**src/rtl/anycore_l15_reqarb_pkg.sv**
```systemverilog
// Shared L1.5 request definitions: request-type and size codes, FSM states and helpers
// used by the anycore-to-L1.5 request arbiter.
package anycore_l15_reqarb_pkg;

    localparam int PHY_ADDR_WIDTH = 40;

    localparam logic [4:0] LOAD_RQ  = 5'b00000;
    localparam logic [4:0] STORE_RQ = 5'b00001;
    localparam logic [4:0] IMISS_RQ = 5'b10000;

    localparam logic [2:0] MSG_DATA_SIZE_1B  = 3'b001;
    localparam logic [2:0] MSG_DATA_SIZE_2B  = 3'b010;
    localparam logic [2:0] MSG_DATA_SIZE_4B  = 3'b011;
    localparam logic [2:0] MSG_DATA_SIZE_8B  = 3'b100;
    localparam logic [2:0] MSG_DATA_SIZE_16B = 3'b101;
    localparam logic [2:0] MSG_DATA_SIZE_32B = 3'b110;

    // Line alignment for ifill (32B) and load (16B) requests
    localparam logic [PHY_ADDR_WIDTH-1:0] IC_ADDR_MASK = 40'hFF_FFFF_FFE0;
    localparam logic [PHY_ADDR_WIDTH-1:0] LD_ADDR_MASK = 40'hFF_FFFF_FFF0;

    localparam logic [1:0] ST_IDLE      = 2'd0;
    localparam logic [1:0] ST_ISSUE     = 2'd1;
    localparam logic [1:0] ST_WAIT_RESP = 2'd2;

    typedef enum logic [1:0] {
        SRC_IC = 2'd0,
        SRC_LD = 2'd1,
        SRC_ST = 2'd2
    } src_e;

    function automatic logic [63:0] byte_swap64(input logic [63:0] d);
        logic [63:0] r;
        for (int i = 0; i < 8; i++) begin
            r[8*i +: 8] = d[8*(7-i) +: 8];
        end
        return r;
    endfunction

    function automatic logic [2:0] st_size_code(input logic [1:0] s);
        logic [2:0] c;
        case (s)
            2'd0:    c = MSG_DATA_SIZE_1B;
            2'd1:    c = MSG_DATA_SIZE_2B;
            2'd2:    c = MSG_DATA_SIZE_4B;
            2'd3:    c = MSG_DATA_SIZE_8B;
            default: c = MSG_DATA_SIZE_8B;
        endcase
        return c;
    endfunction

endpackage

```
**src/rtl/anycore_l15_reqarb_if.sv**
```systemverilog
// Request channel from the transducer to the L1.5: registered request fields plus ack.
interface anycore_l15_reqarb_if;
    import anycore_l15_reqarb_pkg::*;

    logic                      val;
    logic [4:0]                rqtype;
    logic [2:0]                size;
    logic [PHY_ADDR_WIDTH-1:0] address;
    logic [63:0]               data;
    logic                      nc;
    logic                      threadid;
    logic                      ack;

    modport master (output val, rqtype, size, address, data, nc, threadid, input ack);
    modport slave  (input val, rqtype, size, address, data, nc, threadid, output ack);
endinterface

```
**src/rtl/anycore_l15_reqslot.sv**
```systemverilog
// One pending-request slot: a set captures the payload unless the slot is already
// occupied and not being cleared in the same cycle; set beats clear.
module anycore_l15_reqslot #(
    parameter int W = 40
) (
    input  logic         clk,
    input  logic         rst,
    input  logic         set_i,
    input  logic         clr_i,
    input  logic [W-1:0] payload_i,
    output logic         pend_o,
    output logic [W-1:0] payload_o
);
    logic         pend_q, pend_d;
    logic [W-1:0] payload_q, payload_d;

    // Next-state: capture on accepted set, otherwise honour clear
    always_comb begin
        pend_d    = pend_q;
        payload_d = payload_q;
        if (set_i && (!pend_q || clr_i)) begin
            pend_d    = 1'b1;
            payload_d = payload_i;
        end else if (clr_i) begin
            pend_d = 1'b0;
        end else begin
            pend_d = pend_q;
        end
    end

    // Slot state register
    always_ff @(posedge clk) begin
        if (rst) begin
            pend_q    <= 1'b0;
            payload_q <= {W{1'b0}};
        end else begin
            pend_q    <= pend_d;
            payload_q <= payload_d;
        end
    end

    assign pend_o    = pend_q;
    assign payload_o = payload_q;
endmodule

```
**src/rtl/anycore_l15_reqarb.sv**
```systemverilog
// Arbitrates anycore ifill/load/store misses onto a single-outstanding L1.5 request channel.
// Optional response timeout flag is built when ANYCORE_L15_REQ_TIMEOUT_EN is defined.
module anycore_l15_reqarb
    import anycore_l15_reqarb_pkg::*;
#(
    parameter int TIMEOUT_CYCLES = 1023
) (
    input  logic                      clk,
    input  logic                      rst,
    input  logic                      anycore_ic2mem_reqvalid_i,
    input  logic [PHY_ADDR_WIDTH-1:0] anycore_ic2mem_reqaddr_i,
    input  logic                      anycore_dc2mem_ldvalid_i,
    input  logic [PHY_ADDR_WIDTH-1:0] anycore_dc2mem_ldaddr_i,
    input  logic                      anycore_dc2mem_stvalid_i,
    input  logic [PHY_ADDR_WIDTH-1:0] anycore_dc2mem_staddr_i,
    input  logic [63:0]               anycore_dc2mem_stdata_i,
    input  logic [1:0]                anycore_dc2mem_stsize_i,
    input  logic                      anycore_mem2ic_respvalid_i,
    input  logic                      anycore_mem2dc_ldvalid_i,
    input  logic                      anycore_mem2dc_stcomplete_i,
    anycore_l15_reqarb_if.master      l15,
    output logic                      timeout_err_o
);
    localparam int ST_W = PHY_ADDR_WIDTH + 64 + 2;

    logic [1:0]                state_q, state_d;
    src_e                      sel_q, sel_d;
    logic                      val_q, val_d;
    logic [4:0]                rqtype_q, rqtype_d;
    logic [2:0]                size_q, size_d;
    logic [PHY_ADDR_WIDTH-1:0] addr_q, addr_d;
    logic [63:0]               data_q, data_d;

    logic                      ic_pend_s, ld_pend_s, st_pend_s;
    logic                      ic_clr_s, ld_clr_s, st_clr_s, done_s;
    logic [PHY_ADDR_WIDTH-1:0] ic_addr_s, ld_addr_s;
    logic [ST_W-1:0]           st_payload_s;

    // Only the completion of the outstanding source can retire it
    assign ic_clr_s = (state_q == ST_WAIT_RESP) && (sel_q == SRC_IC) && anycore_mem2ic_respvalid_i;
    assign ld_clr_s = (state_q == ST_WAIT_RESP) && (sel_q == SRC_LD) && anycore_mem2dc_ldvalid_i;
    assign st_clr_s = (state_q == ST_WAIT_RESP) && (sel_q == SRC_ST) && anycore_mem2dc_stcomplete_i;
    assign done_s   = ic_clr_s | ld_clr_s | st_clr_s;

    anycore_l15_reqslot #(.W(PHY_ADDR_WIDTH)) u_slot_ic (
        .clk(clk), .rst(rst), .set_i(anycore_ic2mem_reqvalid_i), .clr_i(ic_clr_s),
        .payload_i(anycore_ic2mem_reqaddr_i & IC_ADDR_MASK), .pend_o(ic_pend_s), .payload_o(ic_addr_s)
    );
    anycore_l15_reqslot #(.W(PHY_ADDR_WIDTH)) u_slot_ld (
        .clk(clk), .rst(rst), .set_i(anycore_dc2mem_ldvalid_i), .clr_i(ld_clr_s),
        .payload_i(anycore_dc2mem_ldaddr_i & LD_ADDR_MASK), .pend_o(ld_pend_s), .payload_o(ld_addr_s)
    );
    anycore_l15_reqslot #(.W(ST_W)) u_slot_st (
        .clk(clk), .rst(rst), .set_i(anycore_dc2mem_stvalid_i), .clr_i(st_clr_s),
        .payload_i({anycore_dc2mem_staddr_i, anycore_dc2mem_stdata_i, anycore_dc2mem_stsize_i}),
        .pend_o(st_pend_s), .payload_o(st_payload_s)
    );

    // FSM next-state and request field load on selection
    always_comb begin
        state_d  = state_q;
        sel_d    = sel_q;
        val_d    = val_q;
        rqtype_d = rqtype_q;
        size_d   = size_q;
        addr_d   = addr_q;
        data_d   = data_q;
        case (state_q)
            ST_IDLE: begin
                if (st_pend_s) begin
                    state_d  = ST_ISSUE;
                    val_d    = 1'b1;
                    sel_d    = SRC_ST;
                    rqtype_d = STORE_RQ;
                    size_d   = st_size_code(st_payload_s[1:0]);
                    addr_d   = st_payload_s[ST_W-1 -: PHY_ADDR_WIDTH];
                    data_d   = byte_swap64(st_payload_s[65:2]);
                end else if (ld_pend_s) begin
                    state_d  = ST_ISSUE;
                    val_d    = 1'b1;
                    sel_d    = SRC_LD;
                    rqtype_d = LOAD_RQ;
                    size_d   = MSG_DATA_SIZE_16B;
                    addr_d   = ld_addr_s;
                    data_d   = 64'h0;
                end else if (ic_pend_s) begin
                    state_d  = ST_ISSUE;
                    val_d    = 1'b1;
                    sel_d    = SRC_IC;
                    rqtype_d = IMISS_RQ;
                    size_d   = MSG_DATA_SIZE_32B;
                    addr_d   = ic_addr_s;
                    data_d   = 64'h0;
                end else begin
                    state_d = ST_IDLE;
                end
            end
            ST_ISSUE: begin
                if (l15.ack) begin
                    state_d = ST_WAIT_RESP;
                    val_d   = 1'b0;
                end else begin
                    state_d = ST_ISSUE;
                end
            end
            ST_WAIT_RESP: begin
                if (done_s) begin
                    state_d = ST_IDLE;
                end else begin
                    state_d = ST_WAIT_RESP;
                end
            end
            default: begin
                state_d = ST_IDLE;
                val_d   = 1'b0;
            end
        endcase
    end

    // FSM and request output registers
    always_ff @(posedge clk) begin
        if (rst) begin
            state_q  <= ST_IDLE;
            sel_q    <= SRC_IC;
            val_q    <= 1'b0;
            rqtype_q <= 5'd0;
            size_q   <= 3'd0;
            addr_q   <= {PHY_ADDR_WIDTH{1'b0}};
            data_q   <= 64'h0;
        end else begin
            state_q  <= state_d;
            sel_q    <= sel_d;
            val_q    <= val_d;
            rqtype_q <= rqtype_d;
            size_q   <= size_d;
            addr_q   <= addr_d;
            data_q   <= data_d;
        end
    end

    assign l15.val      = val_q;
    assign l15.rqtype   = rqtype_q;
    assign l15.size     = size_q;
    assign l15.address  = addr_q;
    assign l15.data     = data_q;
    assign l15.nc       = 1'b0;
    assign l15.threadid = 1'b0;

`ifdef ANYCORE_L15_REQ_TIMEOUT_EN
    localparam int CW = $clog2(TIMEOUT_CYCLES + 1);
    localparam logic [CW-1:0] TC = CW'(TIMEOUT_CYCLES);

    logic [CW-1:0] cnt_q, cnt_d;
    logic          err_q, err_d;

    // Counter restarts on each WAIT_RESP entry and saturates at the limit
    always_comb begin
        cnt_d = cnt_q;
        err_d = err_q;
        if ((state_q == ST_ISSUE) && l15.ack) begin
            cnt_d = {CW{1'b0}};
        end else if ((state_q == ST_WAIT_RESP) && (cnt_q != TC)) begin
            cnt_d = cnt_q + CW'(1);
        end else begin
            cnt_d = cnt_q;
        end
        if ((state_q == ST_WAIT_RESP) && (cnt_d == TC)) begin
            err_d = 1'b1;
        end else begin
            err_d = err_q;
        end
    end

    // Timeout counter and sticky flag
    always_ff @(posedge clk) begin
        if (rst) begin
            cnt_q <= {CW{1'b0}};
            err_q <= 1'b0;
        end else begin
            cnt_q <= cnt_d;
            err_q <= err_d;
        end
    end

    assign timeout_err_o = err_q;
`else
    assign timeout_err_o = 1'b0;
`endif

endmodule

```
**src/flat_wrapper.sv**
```systemverilog
// flat-port wrapper written by rule: the top's interface ports become plain ports
module anycore_l15_reqarb_flat import anycore_l15_reqarb_pkg::*;
#(
    parameter int TIMEOUT_CYCLES = 1023
)
  (clk, rst, anycore_ic2mem_reqvalid_i, anycore_ic2mem_reqaddr_i, anycore_dc2mem_ldvalid_i, anycore_dc2mem_ldaddr_i, anycore_dc2mem_stvalid_i, anycore_dc2mem_staddr_i, anycore_dc2mem_stdata_i, anycore_dc2mem_stsize_i, anycore_mem2ic_respvalid_i, anycore_mem2dc_ldvalid_i, anycore_mem2dc_stcomplete_i, timeout_err_o, l15_val, l15_rqtype, l15_size, l15_address, l15_data, l15_nc, l15_threadid, l15_ack);
  anycore_l15_reqarb_if l15_i ();
  input  logic clk;
  input  logic rst;
  input  logic anycore_ic2mem_reqvalid_i;
  input  logic [PHY_ADDR_WIDTH-1:0] anycore_ic2mem_reqaddr_i;
  input  logic anycore_dc2mem_ldvalid_i;
  input  logic [PHY_ADDR_WIDTH-1:0] anycore_dc2mem_ldaddr_i;
  input  logic anycore_dc2mem_stvalid_i;
  input  logic [PHY_ADDR_WIDTH-1:0] anycore_dc2mem_staddr_i;
  input  logic [63:0] anycore_dc2mem_stdata_i;
  input  logic [1:0] anycore_dc2mem_stsize_i;
  input  logic anycore_mem2ic_respvalid_i;
  input  logic anycore_mem2dc_ldvalid_i;
  input  logic anycore_mem2dc_stcomplete_i;
  output logic timeout_err_o;
  output wire logic [$bits(l15_i.val)-1:0] l15_val;
  output wire logic [$bits(l15_i.rqtype)-1:0] l15_rqtype;
  output wire logic [$bits(l15_i.size)-1:0] l15_size;
  output wire logic [$bits(l15_i.address)-1:0] l15_address;
  output wire logic [$bits(l15_i.data)-1:0] l15_data;
  output wire logic [$bits(l15_i.nc)-1:0] l15_nc;
  output wire logic [$bits(l15_i.threadid)-1:0] l15_threadid;
  input wire logic [$bits(l15_i.ack)-1:0] l15_ack;
  assign l15_val = l15_i.val;
  assign l15_rqtype = l15_i.rqtype;
  assign l15_size = l15_i.size;
  assign l15_address = l15_i.address;
  assign l15_data = l15_i.data;
  assign l15_nc = l15_i.nc;
  assign l15_threadid = l15_i.threadid;
  assign l15_i.ack = l15_ack;
  anycore_l15_reqarb #(.TIMEOUT_CYCLES(TIMEOUT_CYCLES)) u_core (.clk(clk), .rst(rst), .anycore_ic2mem_reqvalid_i(anycore_ic2mem_reqvalid_i), .anycore_ic2mem_reqaddr_i(anycore_ic2mem_reqaddr_i), .anycore_dc2mem_ldvalid_i(anycore_dc2mem_ldvalid_i), .anycore_dc2mem_ldaddr_i(anycore_dc2mem_ldaddr_i), .anycore_dc2mem_stvalid_i(anycore_dc2mem_stvalid_i), .anycore_dc2mem_staddr_i(anycore_dc2mem_staddr_i), .anycore_dc2mem_stdata_i(anycore_dc2mem_stdata_i), .anycore_dc2mem_stsize_i(anycore_dc2mem_stsize_i), .anycore_mem2ic_respvalid_i(anycore_mem2ic_respvalid_i), .anycore_mem2dc_ldvalid_i(anycore_mem2dc_ldvalid_i), .anycore_mem2dc_stcomplete_i(anycore_mem2dc_stcomplete_i), .l15(l15_i), .timeout_err_o(timeout_err_o));
endmodule
```
**config.mk**
```make
export PLATFORM = sky130hd
export DESIGN_NAME = anycore_l15_reqarb_flat
export DESIGN_NICKNAME = d
export VERILOG_FILES = /design/src/rtl/anycore_l15_reqarb_pkg.sv /design/src/rtl/anycore_l15_reqarb_if.sv /design/src/rtl/anycore_l15_reqslot.sv /design/src/rtl/anycore_l15_reqarb.sv /design/src/flat_wrapper.sv
export SDC_FILE = /design/constraint.sdc
export NUM_CORES = 1
export LEC_CHECK = 0
export BUFFER_PORTS_ARGS = -buffer_cell sky130_fd_sc_hd__buf_4
export CAP_MARGIN = 20
export CORE_ASPECT_RATIO = 0.5
export CORE_MARGIN = 2
export CORE_UTILIZATION = 49
export DETAILED_ROUTE_END_ITERATION = 6
export GPL_ROUTABILITY_DRIVEN = 0
export PLACE_DENSITY_LB_ADDON = 0.05
export SYNTH_ARGS = -nofsm -noshare
export SYNTH_HDL_FRONTEND = slang
export SYNTH_SLANG_ARGS = --single-unit
```
**constraint.sdc**
```tcl
create_clock -name clk -period 1.8 [get_ports clk]
set_clock_uncertainty 0.15 [all_clocks]
set_input_delay 0.36 -clock clk [delete_from_list [all_inputs] [get_ports clk]]
set_output_delay 0.36 -clock clk [all_outputs]
set_load 0.1 [all_outputs]
```
==> summary.txt, run 1 <==
STA
  • Hold Vio Cnt, Final: 0
  • Setup violations, final: 0
  • Unrepaired setup endpoints after global routing: false
  • Final worst path period share: 97.0%
  • Pins Over Slew Limit: 0
  • F_max: roughly 570 MHz
  • Max transition margin: 53.8%
  • Slew @ Worst Pin: between 600 and 700 ps
  • Worst setup margin: 54.0 ps
  • Final TNS setup: 0 ps
  • Crit path time final: around 1700 ps

Worst setup path
  • CP max-delay cell: dfxtp_1
  • Crit Reg-Reg Endpoint: u_core.u_slot_st.payload_o[20]
  • CP startpoint: u_core.l15.address[28]
  • Max FO, Critical Path: 2
  • Crit end category: primary output
  • R2R setup slack: 60 ps
  • FF-to-FF Start: u_core.sel_q[0]
  • Crit path required time: 1290 ps
  • Startpoint Class: flop
  • Largest stage delay on the critical path: ~380 ps
  • Crit-path cells: buf_4
  • Critical path depth: 1
  • Crit path to: l15_address[28]
  • CP delay by family, top: flip-flops
  • R2r worst-path depth: 4
  • Buf/Inv on CP: 1
  • WP data arrival: approximately 1200 ps
  • WS Path Type: reg2out

Place
  • HPWL Detailed: between 20 and 25 mm
  • I/O Buffers: approximately 300
  • Post-place setup slack: -87.4 ps

Finish
  • Util after Layout: between 70% and 80%
  • Filler Cell Count: ~2k
  • Area Growth Syn to Fin: 40.5%
  • Ant. Diodes: 0
  • Nets: ~2k
  • Fraction of layout instances using a drive strength above 1: around a quarter

Yosys
  • Yosys Warn Count: 0
  • Seq/Total Area, Yosys: between 40% and 50%
  • Primary FF master, synth: dfxtp_1
  • Synth async-reset ratio: 0%
  • Cell count after synthesis: ~1.4k
  • Synth cell types: 36
  • EDFF count, synth: 0
  • Syn Area/Cell: roughly 9.8 um^2
  • #FFs+latches synth: about 300
  • Area of the mapped netlist: around 0.013 mm^2

Drt
  • WL per Instance: about 17 um
  • DRT Pass-1 Iters: 5
  • DRT iter0 DRCs: 561
  • DR vias/cell: around 5.2
  • Routed wire length: 36.8 mm
  • DRC Markers: 0
  • Via Count: 11.0k
  • Final ANT Viol Nets: 0

GRT
  • Grt ovf: 0
  • Largest net degree at the start of global routing: 210
  • Met1 GRT Util: between 30% and 40%
  • Routing usage on met3: 4.91%
  • Vias in the first global route: ~12k
  • Gr busiest metal: met2
  • M2 GR Usage: a little over two fifths
  • All-layer global routing usage: between 20% and 30%
  • Initial antenna violation count: 0
  • First-pass GRT wire length: about 60 mm

Floorplanning
  • Die X: 237 um
  • Initial core utilization: about half
  • Chip height: between 100 and 150 um
  • Number of I/O pins: 311
  • Core ar.: between 0.02 and 0.03 mm^2
  • Row cnt: 42
  • Die Area: 0.0286 mm^2

Clock tree
  • Clk pin slew, worst setup/hold paths: ~70 ps
  • Clk root buf: clkbuf_16
  • Htree depth: 1
  • CTS buffer count: 27
  • CTS tree: built
  • Sink Count: around 290
  • Clock tree buffer depth: 3
  • Worst skew pair latency: between 500 and 600 ps

Job
  • Max Cap Viol: 0

Run status
  • Status: finished clean

Hold path
  • Min-Delay Startpoint: rst
  • Hold WC Path Type: in2reg

Power
  • Cell Pwr Density: between 800 and 900 mW/mm^2
  • Worst vdd ir: 0.699 mV
  • Leakage: slightly above 8 nW
  • Final Power: roughly 17 mW
[how the worst min path moves through the flow]
stage / to / slack (ps) / cells after the start
2_1_floorplan: u_core.l15.data[19] / 300 / 2
3_3_place_gp: u_core.l15.size[1] / 300 / 2
3_5_place_dp: u_core.u_slot_ld.payload_o[12] / 320 / 2
4_1_cts: u_core.u_slot_st.payload_o[104] / 6 / 3
5_1_grt: u_core.l15.address[38] / 20 / 3
6_report: u_core.u_slot_st.payload_o[104] / 30 / 3
[where the power goes]
part	internal (mW)	switching, mW	total [mW]
clock network	3.61	2.56	6.16
registers	6.85	0.213	7.06
logic	1.43	2.00	3.43
total	11.9	4.77	16.7
[sequential cells by signal, indices dropped and copies added, names as in the netlist]
name                        flops
u_core.l15.address             40
u_core.l15.data                64
u_core.l15.rqtype               2
u_core.l15.size                 3
u_core.l15.val                  1
u_core.sel_q                    1
u_core.state_q                  2
u_core.u_slot_ic.payload_o     35
u_core.u_slot_ic.pend_o         1
u_core.u_slot_ld.payload_o     36
u_core.u_slot_ld.pend_o         1
u_core.u_slot_st.payload_o    106
u_core.u_slot_st.pend_o         1
[cells in the final DEF, fill, tap and decap left out, drive strengths merged, types with 2 or more instances in the layout]
cell type,n
mux2i,213
nand3,71
clkbuf,37
o21ai,75
a211oi,3
dlygate4sd3,181
nor2b,38
dfxtp,293
nor3b,3
nand2,5
buf,323
bufinv,4
a21oi,78
clkinv,9
nand3b,3
nand2b,356
clkinvlp,2
o2bb2ai,35
conb,6
inv,5
mux2,35
nor2,3
[cell usage after synthesis (all sizes together) (3+ instances only)]
| cell | n | area [um^2] |
|---|---|---|
| a211oi | 3 | 22.5 |
| a21oi | 78 | 390 |
| buf | 43 | 307 |
| clkbuf | 88 | 330 |
| dfxtp | 293 | 5870 |
| inv | 5 | 18.8 |
| mux2 | 35 | 394 |
| mux2i | 213 | 2130 |
| nand2 | 5 | 18.8 |
| nand2b | 356 | 2230 |
| nand3 | 71 | 355 |
| nand3b | 3 | 22.5 |
| nor2 | 3 | 11.3 |
| nor2b | 38 | 238 |
| nor3b | 3 | 22.5 |
| o21ai | 75 | 375 |
| o2bb2ai | 35 | 494 |
[stage by stage]
stage                     instances  area (um^2)  hold WS [ps]
after CTS                      2141        18600          5.85
after global routing           2144        18700          22.6
final                          2144        18700          25.4
after floorplan                1367        13400           298
after global placement         1911        15900           298
after detailed placement       1911        15900           317
[cell families (layout without fill, tap and decap cells)]
logic type	count (synthesis)	count (layout)	synth area share [%]
AOI/OAI and AO/OA	200	200	10.2
adders and majority gates	1	1	0.0938
buffers and inverters	136	561	4.91
DFF	293	293	44.0
muxes	248	248	18.9
other	1	6	0.0281
and+or+nand+nor	483	483	21.9
[layer usage]
metal | wire length (um) | share of wire (%) | up-vias
met1 | 16300 | 44 | 5326
met2 | 18000 | 49 | 242
met4 | 918 | 2.5 | 0
met5 | 0 | 0 | -
li1 | - | - | 5408
met3 | 1580 | 4.3 | 67
[layout make-up]
class	instances	area, um^2	area share [%]
Clock buffer	34	772	4.12
Multi-Input combinational cell	938	6890	36.7
Clock inverter	15	180	0.961
Timing Repair Buffer	507	4570	24.4
Inverter	5	18.8	0.100
Sequential cell	293	5880	31.3
Tap cell	352	440	2.35
[timing repair]
action,4_1_cts,5_1_grt
pin swaps,0,1
hold buffers,181,0
gates resized for setup,3,8
gates cloned,0,3
setup buffers,0,0
endpoints found under the setup margin,75,138
endpoints found under the hold margin,182,0
Power figures use the tool's default switching activity.
==> inputs of run 2 (changes only) <==
--- a/config.mk
+++ b/config.mk
@@ -9,7 +9,8 @@
 export CAP_MARGIN = 20
 export CORE_ASPECT_RATIO = 0.5
 export CORE_MARGIN = 2
-export CORE_UTILIZATION = 49
+export CORE_UTILIZATION = 51
+export CTS_BUF_LIST = sky130_fd_sc_hd__clkbuf_8
 export DETAILED_ROUTE_END_ITERATION = 6
 export GPL_ROUTABILITY_DRIVEN = 0
 export PLACE_DENSITY_LB_ADDON = 0.05
==> summary.txt, run 2 (synthesis results as in run 1) <==
Run status
  • Status: finished clean

Worst setup path
  • Max FO, Critical Path: 2
  • Startpoint Class: flop
  • WS Path Type: reg2out
  • WP data arrival: about 1200 ps
  • R2R setup slack: roughly 70 ps
  • Crit-path cells: buf_4
  • CP max-delay cell: dfxtp_1
  • Crit path required time: approximately 1300 ps
  • Buf/Inv on CP: 1
  • Largest stage delay on the critical path: approximately 360 ps
  • CP delay by family, top: flip-flops
  • Crit end category: primary output

GRT
  • First-pass GRT wire length: slightly below 60 mm
  • Grt ovf: 0
  • Largest net degree at the start of global routing: around 110
  • All-layer global routing usage: between 20% and 30%
  • Initial antenna violation count: 1
  • Vias in the first global route: 11.7k

STA
  • F_max: 573 MHz
  • Final TNS setup: 0 ps
  • Pins Over Slew Limit: 0
  • Final worst path period share: a little under 100%
  • Hold Vio Cnt, Final: 0
  • Crit path time final: between 1500 and 2000 ps
  • Unrepaired setup endpoints after global routing: false
  • Setup violations, final: 0

Clock tree
  • Sink Count: roughly 290
  • Clock tree buffer depth: 3
  • Worst skew pair latency: around 570 ps
  • Htree depth: 2
  • CTS tree: built
  • Clk root buf: clkbuf_8
  • CTS buffer count: 43
  • Clk pin slew, worst setup/hold paths: 70 ps

Job
  • Max Cap Viol: 0

Place
  • Placed Cells: approximately 1.9k
  • I/O Buffers: between 200 and 300
  • HPWL Detailed: approximately 22 mm

Drt
  • Final ANT Viol Nets: 0
  • Routed wire length: between 30 and 40 mm
  • DRT Pass-1 Iters: 5
  • DRT iter0 DRCs: about 580
  • DR vias/cell: ~5.2
  • Via Count: between 10k and 15k
  • DRC Markers: 0
  • WL per Instance: 17.0 um

Power
  • Worst vdd ir: roughly 0.73 mV
  • Leakage: 8.11 nW
  • Final Power: 15.7 mW
  • Cell Pwr Density: 837 mW/mm^2

Finish
  • Fraction of layout instances using a drive strength above 1: between 20% and 30%
  • Filler Cell Count: between 1.5k and 2k
  • Area Growth Syn to Fin: 40.2%
  • Util after Layout: between 70% and 80%
  • Most frequent cells in the layout: 355 x nand2b_1, 303 x buf_4, 290 x dfxtp_1, 210 x mux2i_1, 182 x dlygate4sd3_1
  • Max reg flops: 106
  • Nets: ~2k
  • Non-filler instance count after layout: 2166
  • Commonest non-fill, non-tap cell in the layout: nand2b_1

Floorplanning
  • Die X: around 230 um
  • Chip height: between 100 and 150 um
  • Die Area: between 0.02 and 0.03 mm^2
  • Row cnt: roughly 40
  • Initial core utilization: a little over half
  • Core ar.: 0.0254 mm^2
  • Number of I/O pins: between 300 and 400

Hold path
  • Hold WC Path Type: in2reg
run 2: final timing paths:
path | start | to | depth (start not counted)
hold reg to reg | u_core.l15.size[2] | u_core.l15.size[2] | 2
setup reg to reg | u_core.state_q[1] | u_core.u_slot_st.payload_o[61] | 4
setup / recovery | u_core.l15.address[5] | l15_address[5] | 1
hold / removal | anycore_mem2dc_ldvalid_i | u_core.state_q[1] | 4
run 2: layout make-up:
cell class / count / area, um^2 / area share [%]
clock buffers: 51 / 702 / 3.75
inverters: 5 / 18.8 / 0.100
diodes: 1 / 2.50 / 0.0134
well taps: 344 / 430 / 2.30
flip-flops and latches: 293 / 5870 / 31.4
repair buffers: 517 / 4680 / 25.0
multi-input cells: 938 / 6920 / 37.0
clock inverters: 17 / 88.8 / 0.475
run 2: through the flow:
step | cell area [um^2] | hold slack [ps] | worst slack (ps)
6_report | 18700 | 54.4 | 55.0
5_1_grt | 18700 | 27.2 | 0.356
4_1_cts | 18700 | 8.42 | 11.5
3_5_place_dp | 16000 | 308 | 57.5
3_3_place_gp | 16000 | 305 | 79.0
2_1_floorplan | 13400 | 298 | -12.6
run 2: power by group:
group | internal (mW) | leakage [nW] | total, mW | switching, mW
logic | 1.46 | 5.28 | 3.45 | 2.00
clock network | 2.57 | 0.431 | 5.16 | 2.59
registers | 6.85 | 2.40 | 7.05 | 0.204
run 2: metal layers:
layer	global-route usage, %	share of wire (%)
met5	0	0
met4	10.2	3.0
met3	6.68	5.3
met2	45.6	49
met1	31.5	43
run 2: what timing repair did:
item,CTS,global route
pin swaps,0,1
setup buffers,1,0
resized for setup,5,13
endpoints found under the setup margin,1,108
endpoints found under the hold margin,183,0
hold buffers,182,0
==> inputs of run 3 (changes only) <==
--- a/config.mk
+++ b/config.mk
@@ -14,6 +14,7 @@
 export DETAILED_ROUTE_END_ITERATION = 6
 export GPL_ROUTABILITY_DRIVEN = 0
 export PLACE_DENSITY_LB_ADDON = 0.05
+export SETUP_SLACK_MARGIN = 0.15
 export SYNTH_ARGS = -nofsm -noshare
 export SYNTH_HDL_FRONTEND = slang
 export SYNTH_SLANG_ARGS = --single-unit
==> summary.txt, run 3 (synthesis results as in run 1) <==
Worst setup path
  • Startpoint Class: flop
  • CP delay by family, top: simple AND/OR/NAND/NOR gates
  • Largest stage delay on the critical path: 410 ps
  • Crit path required time: ~2100 ps
  • Crit end category: flop
  • Buf/Inv on CP: 1
  • WP data arrival: between 2000 and 2500 ps
  • Max FO, Critical Path: 7
  • Crit-path cells: or3b_4 -> o22a_4 -> buf_16 -> mux2i_4
  • WS Path Type: reg2reg
  • CP max-delay cell: or3b_4

Power
  • Cell Pwr Density: 803 mW/mm^2
  • Worst vdd ir: ~0.70 mV
  • Fraction of power spent switching nets: 31.0%
  • Power Internal: ~11 mW
  • Clock power frac: approximately 34%
  • Sequential Power Share: 42.8%
  • Psw: a little over 5 mW
  • Combinational share of power: 23.6%
  • Final Power: 16.6 mW
  • Leakage: approximately 8.7 nW

Clock tree
  • Clock tree buffer depth: 3
  • CTS tree: built
  • Sink Count: 293
  • Clk root buf: clkbuf_8
  • Htree depth: 2
  • Worst skew pair latency: 590 ps
  • CTS buffer count: 43
  • Clk pin slew, worst setup/hold paths: around 70 ps

Drt
  • DRT iter0 DRCs: 743
  • WL per Instance: roughly 20 um
  • DR vias/cell: 5.33
  • Via Count: 11.7k
  • Routed wire length: approximately 43 mm
  • DRT Pass-1 Iters: 5
  • Final ANT Viol Nets: 0
  • DRC Markers: 0

Place
  • HPWL Detailed: 21.4 mm
  • Placed Cells: 1901
  • Placed Area: 0.0158 mm^2
  • I/O Buffers: ~300

STA
  • Hold slack: about 50 ps
  • Setup violations, final: 0
  • Max transition margin: a little over half
  • Pins Over Slew Limit: 0
  • Crit path time final: 1780 ps
  • F_max: approximately 560 MHz
  • Slew @ Worst Pin: 689 ps
  • Final worst path period share: between 90% and 100%
  • Unrepaired setup endpoints after global routing: true
  • Hold Vio Cnt, Final: 0

GRT
  • Initial antenna violation count: 2
  • First-pass GRT wire length: between 60 and 70 mm
  • Vias in the first global route: 12.1k
  • Largest net degree at the start of global routing: 201
  • Grt ovf: 0
  • All-layer global routing usage: 28.5%

Finish
  • Non-filler instance count after layout: 2195
  • Multi-input logic area: about 0.007 mm^2
  • Design area: 0.0207 mm^2
  • Storage cell area: around 0.006 mm^2
  • Max reg flops: 106
  • Filler Cell Count: between 1k and 1.5k
  • Area Growth Syn to Fin: 55.4%
  • Commonest non-fill, non-tap cell in the layout: nand2b_1
  • Most frequent cells in the layout: 354 x nand2b_1, 207 x mux2i_1, 199 x buf_4, 181 x dlygate4sd3_1, 178 x dfxtp_1
  • Nets: between 2k and 2.5k
  • Fraction of layout instances using a drive strength above 1: 33.3%

Floorplanning
  • Initial core utilization: between 50% and 60%
  • Row cnt: 41
  • Die X: 233 um
  • Chip height: about 120 um
  • Core ar.: roughly 0.025 mm^2
  • Number of I/O pins: a little over 300
  • Die Area: between 0.02 and 0.03 mm^2

Job
  • Max Cap Viol: 0

Hold path
  • Hold WC Path Type: in2reg

Run status
  • Status: finished clean
run 3: path summary, 6_finish.rpt:
kind,slack (ps),to,startpoint,cells after the start
max,20,u_core.u_slot_st.payload_o[82],u_core.state_q[1],4
min,50,u_core.state_q[1],anycore_mem2dc_ldvalid_i,4
max reg2reg,20,u_core.u_slot_st.payload_o[82],u_core.state_q[1],4
min reg2reg,320,u_core.l15.data[14],u_core.u_slot_st.payload_o[56],2
run 3: worst min-delay path: cells and delay by family:
| family | cells | cell delay, ps |
|---|---|---|
| AO/OA/AOI/OAI | 2 | 190 |
| buffers and inverters | 1 | 90 |
| AND/OR/NAND/NOR | 1 | 100 |
run 3: through the flow:
stage / TNS (ps) / utilization (%) / worst slack (ps)
3_3_place_gp: 0 / 62.2 / 58.0
3_5_place_dp: 0 / 62.2 / 17.9
4_1_cts: 0 / 79.0 / 64.0
6_report: 0 / 81.5 / 23.7
2_1_floorplan: -377 / - / -12.6
5_1_grt: 0 / 81.5 / 8.30
run 3: area by class of cell:
type / instances / area share, %
Antenna cell: 2 / 0.0241
Clock buffer: 53 / 3.52
Clock inverter: 26 / 0.688
Inverter: 5 / 0.0905
Multi-Input combinational cell: 939 / 33.7
Sequential cell: 293 / 29.1
Tap cell: 344 / 2.08
Timing Repair Buffer: 533 / 30.7
run 3: power groups by stage:
stage | logic (mW) | clock network [mW] | registers (mW)
after floorplan | 1.50 | 0 | 7.80
after global placement | 2.98 | 0 | 7.17
after detailed placement | 3.01 | 0 | 7.19
after CTS | 3.61 | 5.58 | 7.12
after global routing | 4.12 | 5.95 | 7.16
final | 3.94 | 5.58 | 7.13
run 3: layer usage:
metal	GRT usage, %	up-vias	part of all wire (%)
li1	-	5504	-
met1	33.4	5686	41
met2	49.9	385	50
met3	6.30	127	5.5
met4	12.7	0	4.1
met5	0	-	0
run 3: repair_timing:
item | 4_1_cts | 5_1_grt
setup buffers | 4 | 9
resized for setup | 448 | 38
cloned | 1 | 18
hold buffers | 181 | 0
setup endpoints to repair | 336 | 281
pin swaps | 1 | 5
hold endpoints to repair | 183 | 0
